[config.mk]
export PLATFORM = sky130hd
export DESIGN_NAME = unlock_ctrl
export DESIGN_NICKNAME = d
export VERILOG_FILES = /design/src/rtl/lock_pkg.sv /design/src/rtl/lock_timer.sv /design/src/rtl/unlock_ctrl.sv
export SDC_FILE = /design/constraint.sdc
export NUM_CORES = 1
export LEC_CHECK = 0
export BUFFER_PORTS_ARGS = -buffer_cell sky130_fd_sc_hd__buf_2
export CELL_PAD_IN_SITES_DETAIL_PLACEMENT = 1
export CELL_PAD_IN_SITES_GLOBAL_PLACEMENT = 2
export CORE_UTILIZATION = 34
export DETAILED_ROUTE_END_ITERATION = 10
export PLACE_DENSITY_LB_ADDON = 0.1
export SLEW_MARGIN = 20
export SYNTH_ARGS = -nofsm -noshare
export SYNTH_HDL_FRONTEND = slang
export SYNTH_SLANG_ARGS = --single-unit
[constraint.sdc]
create_clock -name clk -period 2.6 [get_ports clk]
set_clock_uncertainty 0.05 [all_clocks]
set_input_delay 0.26 -clock clk [delete_from_list [all_inputs] [get_ports clk]]
set_output_delay 0.26 -clock clk [all_outputs]
set_load 0.005 [all_outputs]
[src/rtl/lock_pkg.sv]
// -----------------------------------------------------------------------------
// lock_pkg
//   Shared definitions for the unlock controller slice:
//     - state_t : verification FSM states
//     - DIGIT_W : bits per keypad digit
//     - CW()    : code width for a given number of digits
// -----------------------------------------------------------------------------
package lock_pkg;

   typedef enum logic [2:0] {
      IDLE     = 3'd0,
      ENTRY    = 3'd1,
      WAIT_CFM = 3'd2,
      PASS     = 3'd3,
      FAIL     = 3'd4,
      LOCKED   = 3'd5
   } state_t;

   localparam int DIGIT_W = 4;

   // Width in bits of a stored or entered code of 'digits' digits.
   function automatic int CW(input int digits);
      return DIGIT_W * digits;
   endfunction

endpackage

[src/rtl/lock_timer.sv]
// -----------------------------------------------------------------------------
// lock_timer
//   Loadable down-counter shared by the PASS hold time and the LOCKED time.
//   A load of N-1 followed by enabled cycles gives exactly N cycles until the
//   state that owns the timer sees zero and leaves.
// Ports
//   clk   : system clock
//   rst   : synchronous active-high reset (count -> 0)
//   load  : load 'value' into the counter (wins over en)
//   en    : decrement by one per cycle while non-zero
//   value : load value
//   zero  : count is zero
// -----------------------------------------------------------------------------
module lock_timer #(
   parameter int W = 10
) (
   input  logic         clk,
   input  logic         rst,
   input  logic         load,
   input  logic         en,
   input  logic [W-1:0] value,
   output logic         zero
);

   logic [W-1:0] cnt_r;

   // Down-counter: load has priority, the count parks at zero instead of wrapping.
   always_ff @(posedge clk) begin
      if (rst) begin
         cnt_r <= {W{1'b0}};
      end else if (load) begin
         cnt_r <= value;
      end else if (en && (cnt_r != {W{1'b0}})) begin
         cnt_r <= cnt_r - W'(1'b1);
      end else begin
         cnt_r <= cnt_r;
      end
   end

   assign zero = (cnt_r == {W{1'b0}});

endmodule

[src/rtl/unlock_ctrl.sv]
// -----------------------------------------------------------------------------
// unlock_ctrl
//   Runs one password-verification attempt against the stored code from the
//   setting block: collects digits, compares on confirm, drives unlock, counts
//   consecutive failures and enforces a timed lockout with alarm.
// Ports
//   clk, rst      : clock, synchronous active-high reset
//   set           : setting mode active, aborts an attempt (ignored in LOCKED)
//   check         : start / retry an attempt, manual relock in PASS
//   confirm       : submit the entered code (only honoured in WAIT_CFM)
//   keyboard_en   : one-cycle strobe, keyboard_num valid
//   keyboard_num  : digit value
//   setend        : stored code valid; falling aborts (except in LOCKED)
//   setnum        : stored code, digit0 in the top nibble
//   seat          : entry-progress mask, 1 = digit pending, MSB = digit0
//   unlock        : high in PASS
//   fail_led      : high in FAIL
//   alarm         : high in LOCKED
//   err_cnt       : consecutive failure count, saturates at MAX_TRIES
// -----------------------------------------------------------------------------
module unlock_ctrl
   import lock_pkg::*;
#(
   parameter int DIGITS        = 3,
   parameter int MAX_TRIES     = 3,
   parameter int LOCK_CYCLES   = 1000,
   parameter int UNLOCK_CYCLES = 500
) (
   input  logic                             clk,
   input  logic                             rst,
   input  logic                             set,
   input  logic                             check,
   input  logic                             confirm,
   input  logic                             keyboard_en,
   input  logic [DIGIT_W-1:0]               keyboard_num,
   input  logic                             setend,
   input  logic [CW(DIGITS)-1:0]            setnum,
   output logic [DIGITS-1:0]                seat,
   output logic                             unlock,
   output logic                             fail_led,
   output logic                             alarm,
   output logic [$clog2(MAX_TRIES+1)-1:0]   err_cnt
);

   localparam int CODE_W = CW(DIGITS);
   localparam int EW     = $clog2(MAX_TRIES + 1);
   localparam int IW     = $clog2(DIGITS + 1);
   localparam int T_MAX  = (LOCK_CYCLES > UNLOCK_CYCLES) ? LOCK_CYCLES : UNLOCK_CYCLES;
   localparam int TW     = $clog2(T_MAX + 1);

   localparam logic [EW-1:0]     ERR_MAX  = EW'(MAX_TRIES);
   localparam logic [EW-1:0]     ERR_ONE  = EW'(1'b1);
   localparam logic [IW-1:0]     IDX_LAST = IW'(DIGITS - 1);
   localparam logic [IW-1:0]     IDX_ONE  = IW'(1'b1);
   localparam logic [TW-1:0]     T_UNLOCK = TW'(UNLOCK_CYCLES - 1);
   localparam logic [TW-1:0]     T_LOCK   = TW'(LOCK_CYCLES - 1);
   localparam logic [CODE_W-1:0] DIG_MASK = CODE_W'({DIGIT_W{1'b1}});

   state_t              state_r;
   logic [DIGITS-1:0]   seat_r;
   logic                unlock_r;
   logic                fail_led_r;
   logic                alarm_r;
   logic [EW-1:0]       err_cnt_r;
   logic [CODE_W-1:0]   buf_r;
   logic [IW-1:0]       idx_r;

   logic                abort_s;
   logic                match_s;
   logic                lock_hit_s;
   int                  sh_s;
   logic [CODE_W-1:0]   buf_wr_s;
   logic [DIGITS-1:0]   seat_wr_s;
   logic                t_load_s;
   logic                t_en_s;
   logic [TW-1:0]       t_value_s;
   logic                t_zero_s;

   // Abort, compare, digit-insert and timer-control decode.
   always_comb begin
      abort_s    = 1'b0;
      match_s    = (buf_r == setnum);
      lock_hit_s = (err_cnt_r == (ERR_MAX - ERR_ONE));
      sh_s       = DIGIT_W * (DIGITS - 1 - int'(idx_r));
      buf_wr_s   = (buf_r & ~(DIG_MASK << sh_s)) | (CODE_W'(keyboard_num) << sh_s);
      seat_wr_s  = seat_r & ~(DIGITS'(1'b1) << (DIGITS - 1 - int'(idx_r)));
      t_load_s   = 1'b0;
      t_value_s  = T_LOCK;
      t_en_s     = 1'b0;

      // LOCKED cannot be left by set or a dropped stored code.
      if (state_r != LOCKED) begin
         abort_s = set | ~setend;
      end else begin
         abort_s = 1'b0;
      end

      if (match_s) begin
         t_value_s = T_UNLOCK;
      end else begin
         t_value_s = T_LOCK;
      end

      // Timer is loaded on the same edge the FSM enters PASS or LOCKED.
      if ((state_r == WAIT_CFM) && !abort_s && confirm && (match_s || lock_hit_s)) begin
         t_load_s = 1'b1;
      end else begin
         t_load_s = 1'b0;
      end

      if ((state_r == PASS) || (state_r == LOCKED)) begin
         t_en_s = 1'b1;
      end else begin
         t_en_s = 1'b0;
      end
   end

   lock_timer #(
      .W (TW)
   ) u_timer (
      .clk   (clk),
      .rst   (rst),
      .load  (t_load_s),
      .en    (t_en_s),
      .value (t_value_s),
      .zero  (t_zero_s)
   );

   // Verification FSM with entry buffer, failure counter and registered outputs.
   always_ff @(posedge clk) begin
      if (rst) begin
         state_r    <= IDLE;
         seat_r     <= {DIGITS{1'b1}};
         unlock_r   <= 1'b0;
         fail_led_r <= 1'b0;
         alarm_r    <= 1'b0;
         err_cnt_r  <= {EW{1'b0}};
         buf_r      <= {CODE_W{1'b1}};
         idx_r      <= {IW{1'b0}};
      end else if (abort_s) begin
         // set or loss of the stored code: drop the attempt, keep err_cnt.
         state_r    <= IDLE;
         seat_r     <= {DIGITS{1'b1}};
         unlock_r   <= 1'b0;
         fail_led_r <= 1'b0;
         alarm_r    <= 1'b0;
         buf_r      <= {CODE_W{1'b1}};
         idx_r      <= {IW{1'b0}};
      end else begin
         case (state_r)
            IDLE: begin
               if (check && setend) begin
                  state_r <= ENTRY;
                  seat_r  <= {DIGITS{1'b1}};
                  buf_r   <= {CODE_W{1'b1}};
                  idx_r   <= {IW{1'b0}};
               end else begin
                  state_r <= IDLE;
               end
            end
            ENTRY: begin
               // confirm is deliberately not looked at until WAIT_CFM.
               if (keyboard_en) begin
                  buf_r  <= buf_wr_s;
                  seat_r <= seat_wr_s;
                  idx_r  <= idx_r + IDX_ONE;
                  if (idx_r == IDX_LAST) begin
                     state_r <= WAIT_CFM;
                  end else begin
                     state_r <= ENTRY;
                  end
               end else begin
                  state_r <= ENTRY;
               end
            end
            WAIT_CFM: begin
               if (confirm) begin
                  if (match_s) begin
                     state_r   <= PASS;
                     unlock_r  <= 1'b1;
                     err_cnt_r <= {EW{1'b0}};
                  end else if (lock_hit_s) begin
                     state_r   <= LOCKED;
                     alarm_r   <= 1'b1;
                     err_cnt_r <= ERR_MAX;
                  end else begin
                     state_r    <= FAIL;
                     fail_led_r <= 1'b1;
                     if (err_cnt_r != ERR_MAX) begin
                        err_cnt_r <= err_cnt_r + ERR_ONE;
                     end else begin
                        err_cnt_r <= err_cnt_r;
                     end
                  end
               end else begin
                  state_r <= WAIT_CFM;
               end
            end
            PASS: begin
               // check relocks early; otherwise hold until the timer expires.
               if (check || t_zero_s) begin
                  state_r  <= IDLE;
                  unlock_r <= 1'b0;
               end else begin
                  state_r <= PASS;
               end
            end
            FAIL: begin
               if (check) begin
                  state_r    <= ENTRY;
                  fail_led_r <= 1'b0;
                  seat_r     <= {DIGITS{1'b1}};
                  buf_r      <= {CODE_W{1'b1}};
                  idx_r      <= {IW{1'b0}};
               end else begin
                  state_r <= FAIL;
               end
            end
            LOCKED: begin
               if (t_zero_s) begin
                  state_r   <= IDLE;
                  alarm_r   <= 1'b0;
                  err_cnt_r <= {EW{1'b0}};
               end else begin
                  state_r <= LOCKED;
               end
            end
            default: begin
               state_r    <= IDLE;
               seat_r     <= {DIGITS{1'b1}};
               unlock_r   <= 1'b0;
               fail_led_r <= 1'b0;
               alarm_r    <= 1'b0;
               err_cnt_r  <= {EW{1'b0}};
               buf_r      <= {CODE_W{1'b1}};
               idx_r      <= {IW{1'b0}};
            end
         endcase
      end
   end

   assign seat     = seat_r;
   assign unlock   = unlock_r;
   assign fail_led = fail_led_r;
   assign alarm    = alarm_r;
   assign err_cnt  = err_cnt_r;

endmodule

==> summary.md, run 1 <==
| Metric | Value |
|---|---|
| Req. time, crit path | ~2.8 ns |
| Post-route DRC violation count | 0 |
| Cts-stage hold buffer count | 0 |
| Total Die Area | 6440 um^2 |
| Worst endpoint data arrival time | ~2.4 ns |
| Count of final hold-check violations | 0 |
| Depth of the worst register-to-register path | 7 |
| Unrepaired setup endpoints after global routing | false |
| Time the final worst path needs with I/O delays and setup | 2.22 ns |
| Post-synthesis sequential element count | 35 |
| Clock transition at the registers of the reported paths | 0.07 ns |
| Clock sink total | 35 |
| Peak supply drop | 198 uV |
| Hold Path Class | input port to register |
| Overflow left after global routing | 0 |
| Highest clock frequency the design can meet | 451 MHz |
| Post-synthesis area per instance | 8.71 um^2 |
| Hold Path End | buf_r[2] |
| Post-Synthesis Cell Area | 2080 um^2 |
| Transition time at the pin with the least slew margin | 0.869 ns |
| Post-synth top area share | 33.7% |
| Die Height | ~80 um |
| Initial antenna violation count | 0 |
| Post-synth top area cell | sky130_fd_sc_hd__dfxtp_1 |
| Nature of the critical path startpoint | register |
| Maxcap violations | 0 |
| Number of nets produced by synthesis | 270 |
| Final count of pins violating max slew | 0 |
| Initial core utilization | 35.1% |
| Hold_ws | 0.184 ns |
| Hpwl dp | 4140 um |
| Start of the worst register-to-register path | u_timer.cnt_r[0] |
| Count of mapped cells out of synthesis | between 200 and 250 |
| Max-Slew Margin vs Limit | 41.8% |
| Maximum level of the CTS H-tree | 2 |
| Total clock buffers created by CTS | 5 |
| Ratio of cells with drive above 1 in the final layout | 19.5% |
| Resized cells post-CTS | 0 |
| Global-route total usage across every layer | 18.8% |
| Worst-path cell chain | inv_1 > ha_1 > nor4b_4 > and3_1 > a21oi_1 > nor4b_1 > o311a_1 |
| Number of enable flip-flop cells after synthesis | 0 |
| Detailed-route wire length per cell | 15.8 um |
| Reg-to-reg setup timing slack | 0.38 ns |
| Layout overhead on the synthesized area | 14.5% |
| Number of setup violations in the final report | 0 |
| Number of buffers on the longest clock path | 2 |
| Fin Setup TNS | 0 ns |
| Largest net degree at the start of global routing | 16 |
| Classification of the worst setup path | register to register |
| Master cell of the clock root buffer | sky130_fd_sc_hd__clkbuf_8 |
| Chip width | 80.2 um |
| Count of nets after finishing | 302 |
| Overall via count from detail_route | 1,881 |
| Run status | complete, no violations |
| Drt first-iter violations | 92 |
| First-pass iteration count of the detailed router | 5 |
| Via count of the first global-routing pass | 1,824 |
| Placer's final routability congestion estimate | roughly 0.74 |
| Count of buffers from port buffering | 30 |
| Synth async-reset ratio | 0% |
| Sequential-to-total area share from yosys stat | 33.7% |
| Diodes inserted | 0 |
| CTS tree | yes |
| Endpoint type of the worst setup path | register |
| Static leakage power | 0.920 nW |
| Highest fanout seen on the critical path | 12 |
| Number of distinct library cell variants in the gate-level netlist after synthesis | between 50 and 60 |
| Total detailed-routing wirelength | roughly 5500 um |
| Vias per cell | around 5.4 |
| Number of fillers in the final layout | 728 |
| Synth warnings | 0 |
| Worst skew pair latency | 0.29 ns |
| Most used flip-flop cell after synthesis | sky130_fd_sc_hd__dfxtp_1 |
| Hold path cells | 2 |
| Ratio of final minimum period to clock period | 85.3% |
| Capturing point of the worst reg2reg path | alarm |
| Critical Path Max Stage Delay | 0.52 ns |
| Placement Rows | 28 |
| Cell types with the largest area share after synthesis | sky130_fd_sc_hd__dfxtp_1 34%, sky130_fd_sc_hd__xnor2_1 7.6%, sky130_fd_sc_hd__a221o_1 5.8% |
| Cell with the largest stage delay on the worst path | sky130_fd_sc_hd__and3_1 |
| Worst hold start | keyboard_num[2] |
| Antenna viol nets, final | 0 |
| Core Region | 5920 um^2 |
| Ports placed on the boundary | 31 |
| Power per cell area | between 400 and 500 nW/um^2 |
| Number of post-CTS setup repair buffers | 0 |
| First-pass GRT wire length | 9160 um |
synthesized netlist by cell type, drive strengths merged, types with 6 or more instances:
| master | instances |
|---|---|
| nand2 | 28 |
| a21oi | 15 |
| dfxtp | 35 |
| inv | 10 |
| nor2 | 18 |
| a21o | 6 |
| o21ai | 7 |
| xnor2 | 18 |
| ha | 8 |
| nor3 | 10 |
| nand4 | 6 |
| a221o | 12 |
sequential cells by signal, indices dropped and copies added, names as in the netlist:
register       count
buf_r             12
u_timer.cnt_r     10
seat               3
state_r            3
err_cnt            2
idx_r              2
alarm              1
fail_led           1
unlock             1
report_power, final:
group          total [mW]  internal (mW)  leakage [nW]  switching (mW)
clock network       0.393          0.187        0.0412           0.206
registers           0.539          0.538         0.283         0.00160
logic              0.0803         0.0342         0.596          0.0461
placed cells by master (no fill, tap or decap), types with 2 or more instances in the layout:
cell | synthesis | layout
sky130_fd_sc_hd__dfxtp_1 | 35 | 35
sky130_fd_sc_hd__buf_2 | 1 | 30
sky130_fd_sc_hd__nand2_1 | 26 | 26
sky130_fd_sc_hd__xnor2_1 | 18 | 18
sky130_fd_sc_hd__nor2_1 | 17 | 17
sky130_fd_sc_hd__a21oi_1 | 15 | 15
sky130_fd_sc_hd__a221o_1 | 12 | 12
sky130_fd_sc_hd__inv_1 | 10 | 10
sky130_fd_sc_hd__nor3_1 | 9 | 9
sky130_fd_sc_hd__ha_1 | 8 | 8
sky130_fd_sc_hd__nand4_1 | 6 | 6
sky130_fd_sc_hd__o21ai_0 | 6 | 6
sky130_fd_sc_hd__a21o_1 | 6 | 6
sky130_fd_sc_hd__nor2b_1 | 5 | 5
sky130_fd_sc_hd__and3_1 | 5 | 5
sky130_fd_sc_hd__clkbuf_8 | 0 | 5
sky130_fd_sc_hd__buf_4 | 1 | 5
sky130_fd_sc_hd__a31oi_1 | 4 | 4
sky130_fd_sc_hd__nor4b_1 | 3 | 3
sky130_fd_sc_hd__or3_1 | 3 | 3
sky130_fd_sc_hd__nand2b_1 | 2 | 2
sky130_fd_sc_hd__o211ai_1 | 2 | 2
sky130_fd_sc_hd__xor2_1 | 2 | 2
sky130_fd_sc_hd__nor3b_1 | 2 | 2
sky130_fd_sc_hd__nand3_1 | 2 | 2
sky130_fd_sc_hd__nand4b_1 | 2 | 2
sky130_fd_sc_hd__a211oi_1 | 2 | 2
sky130_fd_sc_hd__o31ai_1 | 2 | 2
how the worst max path moves through the flow:
stage / start / end / slack, ns / depth (start not counted)
floorplan: u_timer.cnt_r[0] / u_timer.cnt_r[2] / 0.81 / 8
global placement: u_timer.cnt_r[0] / alarm / 0.49 / 7
detailed placement: u_timer.cnt_r[0] / alarm / 0.39 / 7
CTS: u_timer.cnt_r[0] / alarm / 0.37 / 7
global route: u_timer.cnt_r[0] / alarm / 0.15 / 7
finish: u_timer.cnt_r[0] / alarm / 0.38 / 7
layout make-up:
cell class                      instances  area (um^2)  area share, %
Clock inverter                          2         12.5          0.525
Timing Repair Buffer                   35          188           7.88
Inverter                               10         37.5           1.58
Multi-Input combinational cell        184         1280           53.6
Sequential cell                        35          701           29.4
Tap cell                               75         93.8           3.94
Clock buffer                            6         72.6           3.05
per-stage QoR:
| stage | utilization (%) | power, mW | instances | worst slack (ns) | instance area [um^2] |
|---|---|---|---|---|---|
| finish | 40.2 | 1.01 | 347 | 0.382 | 2380 |
| global placement | 38.8 | 0.633 | 339 | 0.485 | 2300 |
| floorplan | - | 0.597 | 239 | 0.805 | 2080 |
| global route | 40.2 | 1.06 | 347 | 0.147 | 2380 |
| detailed placement | 38.8 | 0.633 | 339 | 0.388 | 2300 |
| CTS | 40.2 | 1.03 | 347 | 0.371 | 2380 |
logic make-up after synthesis:
group | share of synthesized area, %
simple gates | 25.6
mux | 0.481
compound gates | 22.1
fa+ha+maj | 4.81
flops | 33.7
xor+xnor | 8.42
buf+inv | 4.93
critical path, delay by kind of cell (launching register included):
kind | cells | cell delay, ns
and+or+nand+nor | 3 | 1.14
AOI/OAI and AO/OA | 2 | 0.38
DFF | 1 | 0.33
adders and majority gates | 1 | 0.19
buffers and inverters | 1 | 0.06
per-layer routing:
metal	global-route usage [%]	share of wire (%)	wire length [um]	up-vias
met5	0	0	0	-
met4	5.36	1.1	61	0
met3	3.75	2.8	154	5
met2	27.5	43	2320	29
met1	27.6	54	2930	912
li1	-	-	-	935
Note: power is estimated with default switching activity, not from simulation.
==> run 2, diff against run 1 <==
==> constraint.sdc (replaced) <==
create_clock -name clk -period 2.6 [get_ports clk]
set_clock_uncertainty 0.05 [all_clocks]
set_input_delay 0.78 -clock clk [delete_from_list [all_inputs] [get_ports clk]]
set_output_delay 0.78 -clock clk [all_outputs]
set_load 0.005 [all_outputs]
==> summary.md, run 2 (synthesized netlist as in run 1, its figures left out) <==
| Metric | Value |
|---|---|
| Run status | complete, no violations |
| Power per cell area | 420 nW/um^2 |
| Sw Ratio | 25.0% |
| Total Die Area | 6440 um^2 |
| Reg-to-reg setup timing slack | 0.48 ns |
| Number of fillers in the final layout | 725 |
| CTS tree | yes |
| FF+latch area | 701 um^2 |
| Part of the total power dissipated in sequential elements | 53.2% |
| Hold_ws | 0.399 ns |
| Count of final hold-check violations | 0 |
| Initial core utilization | 35.1% |
| Vias per cell | 5.44 |
| Layout overhead on the synthesized area | 16.1% |
| Hpwl dp | 4250 um |
| Fin Setup TNS | 0 ns |
| Clock sink total | 35 |
| Total clock buffers created by CTS | 5 |
| Start of the worst register-to-register path | state_r[1] |
| Capturing point of the worst reg2reg path | buf_r[0] |
| Chip width | 80.2 um |
| Overall power consumption | between 1 and 1.5 mW |
| Transition time at the pin with the least slew margin | 0.762 ns |
| Power share of the clock group | 38.8% |
| Highest fanout seen on the critical path | 14 |
| Kind of cell adding the most delay to the critical path | simple AND/OR/NAND/NOR gates |
| Critical Path Max Stage Delay | 0.49 ns |
| Max-Slew Margin vs Limit | 48.9% |
| Maximum level of the CTS H-tree | 2 |
| First-pass GRT wire length | 9580 um |
| Ratio of final minimum period to clock period | 81.7% |
| Number of buffers on the longest clock path | 2 |
| Hold path cells | 1 |
| Detailed-route wire length per cell | between 15 and 20 um |
| Depth of the worst register-to-register path | 5 |
| Utilization after layout | between 40% and 50% |
| Clock transition at the registers of the reported paths | 0.07 ns |
| Number of flip-flops under the largest register name | 12 |
| Placement Rows | 28 |
| Count of buffers from port buffering | 30 |
| Number of setup violations in the final report | 0 |
| Final count of pins violating max slew | 0 |
| Diodes inserted | 0 |
| Maxcap violations | 0 |
| Via count of the first global-routing pass | 1,920 |
| Req. time, crit path | 2.73 ns |
| Peak supply drop | 163 uV |
| Endpoint type of the worst setup path | register |
| Unrepaired setup endpoints after global routing | false |
| Worst skew pair latency | 0.30 ns |
| Cell with the largest stage delay on the worst path | sky130_fd_sc_hd__dfxtp_1 |
| Highest clock frequency the design can meet | 471 MHz |
| Classification of the worst setup path | register to register |
| Cts-stage hold buffer count | 0 |
| Static leakage power | 0.943 nW |
| Initial antenna violation count | 0 |
| Ratio of cells with drive above 1 in the final layout | 20.6% |
| Core Region | ~5900 um^2 |
| Nature of the critical path startpoint | register |
| Switching power | roughly 0.25 mW |
| Total detailed-routing wirelength | 5610 um |
| Hold Path Class | register to register |
| Worst endpoint data arrival time | 2.25 ns |
| Worst-path cell chain | nor3b_4 > a22o_4 > or2_4 > nand2_1 > a221o_1 |
| Most frequent cells in the layout | 35 x sky130_fd_sc_hd__dfxtp_1, 30 x sky130_fd_sc_hd__buf_2, 26 x sky130_fd_sc_hd__nand2_1 |
| Total internal power | 0.761 mW |
| Master cell of the clock root buffer | sky130_fd_sc_hd__clkbuf_8 |
| Worst hold start | seat[0] |
| First-pass iteration count of the detailed router | 4 |
| Count of nets after finishing | 307 |
| Leading cell type in the layout, fill and taps excluded | sky130_fd_sc_hd__dfxtp_1 |
| Drt first-iter violations | 96 |
| Global-route total usage across every layer | 19.6% |
| Footprint of the multi-input gates | approximately 1300 um^2 |
| Overflow left after global routing | 0 |
| Hold Path End | seat[0] |
| Ports placed on the boundary | 31 |
| Relative contribution of combinational cells to total power | 8.0% |
| Placer's final routability congestion estimate | 0.733 |
| Largest register by flop count | buf_r |
| Bufs and invs on worst path | 0 |
| Filler-free cell count of the finished design | 352 |
| Number of post-CTS setup repair buffers | 0 |
| Die Height | about 80 um |
| Cell Count Post-Placement | 344 |
| Time the final worst path needs with I/O delays and setup | 2.12 ns |
| Antenna viol nets, final | 0 |
| Registers with the highest flip-flop counts | buf_r x12, u_timer.cnt_r x10 |
| WP depth | 5 |
| Overall via count from detail_route | between 1,500 and 2,000 |
| Resized cells post-CTS | 0 |
| Largest net degree at the start of global routing | 16 |
| Post-route DRC violation count | 0 |
run 2: cell types whose count changed in the layout (fill, tap and decap cells not counted):
| cell | previous run | this run |
|---|---|---|
| sky130_fd_sc_hd__buf_4 | 5 | 10 |
| sky130_fd_sc_hd__clkbuf_1 | 1 | 2 |
| sky130_fd_sc_hd__clkinvlp_4 | 1 | 0 |
run 2: final cells by class:
class,count,area share [%]
Timing Repair Buffer,40,9.32
Clock inverter,1,0.207
Clock buffer,7,3.16
Sequential cell,35,29.0
Tap cell,75,3.88
Multi-Input combinational cell,184,52.9
Inverter,10,1.55
run 2: worst max-delay path by stage:
stage / to / slack (ns) / from
after floorplan: u_timer.cnt_r[2] / 0.52 / setnum[6]
after global placement: buf_r[3] / 0.30 / setend
after detailed placement: buf_r[1] / 0.26 / set
after CTS: buf_r[1] / 0.47 / state_r[1]
after global routing: buf_r[3] / 0.30 / state_r[1]
final: buf_r[0] / 0.48 / state_r[1]
run 2: metal layers:
layer / wire, um / share of wire [%] / global-route usage (%) / vias to the layer above
li1: - / - / - / 950
met1: 2940 / 52 / 27.7 / 919
met2: 2360 / 42 / 28.9 / 34
met3: 213 / 3.8 / 4.09 / 11
met4: 99 / 1.8 / 7.14 / 0
met5: 0 / 0 / 0 / -
run 2: through the flow:
step / cell area (um^2) / worst slack, ns
5_1_grt: 2420 / 0.302
6_report: 2420 / 0.475
3_5_place_dp: 2330 / 0.263
3_3_place_gp: 2330 / 0.300
4_1_cts: 2420 / 0.466
2_1_floorplan: 2080 / 0.523
run 2: power by group through the flow:
stage | Sequential (mW) | Clock, mW | Combinational, mW
finish | 0.539 | 0.394 | 0.0815
global route | 0.539 | 0.439 | 0.0905
CTS | 0.539 | 0.414 | 0.0826
detailed placement | 0.552 | 0 | 0.0822
global placement | 0.552 | 0 | 0.0817
floorplan | 0.552 | 0 | 0.0458
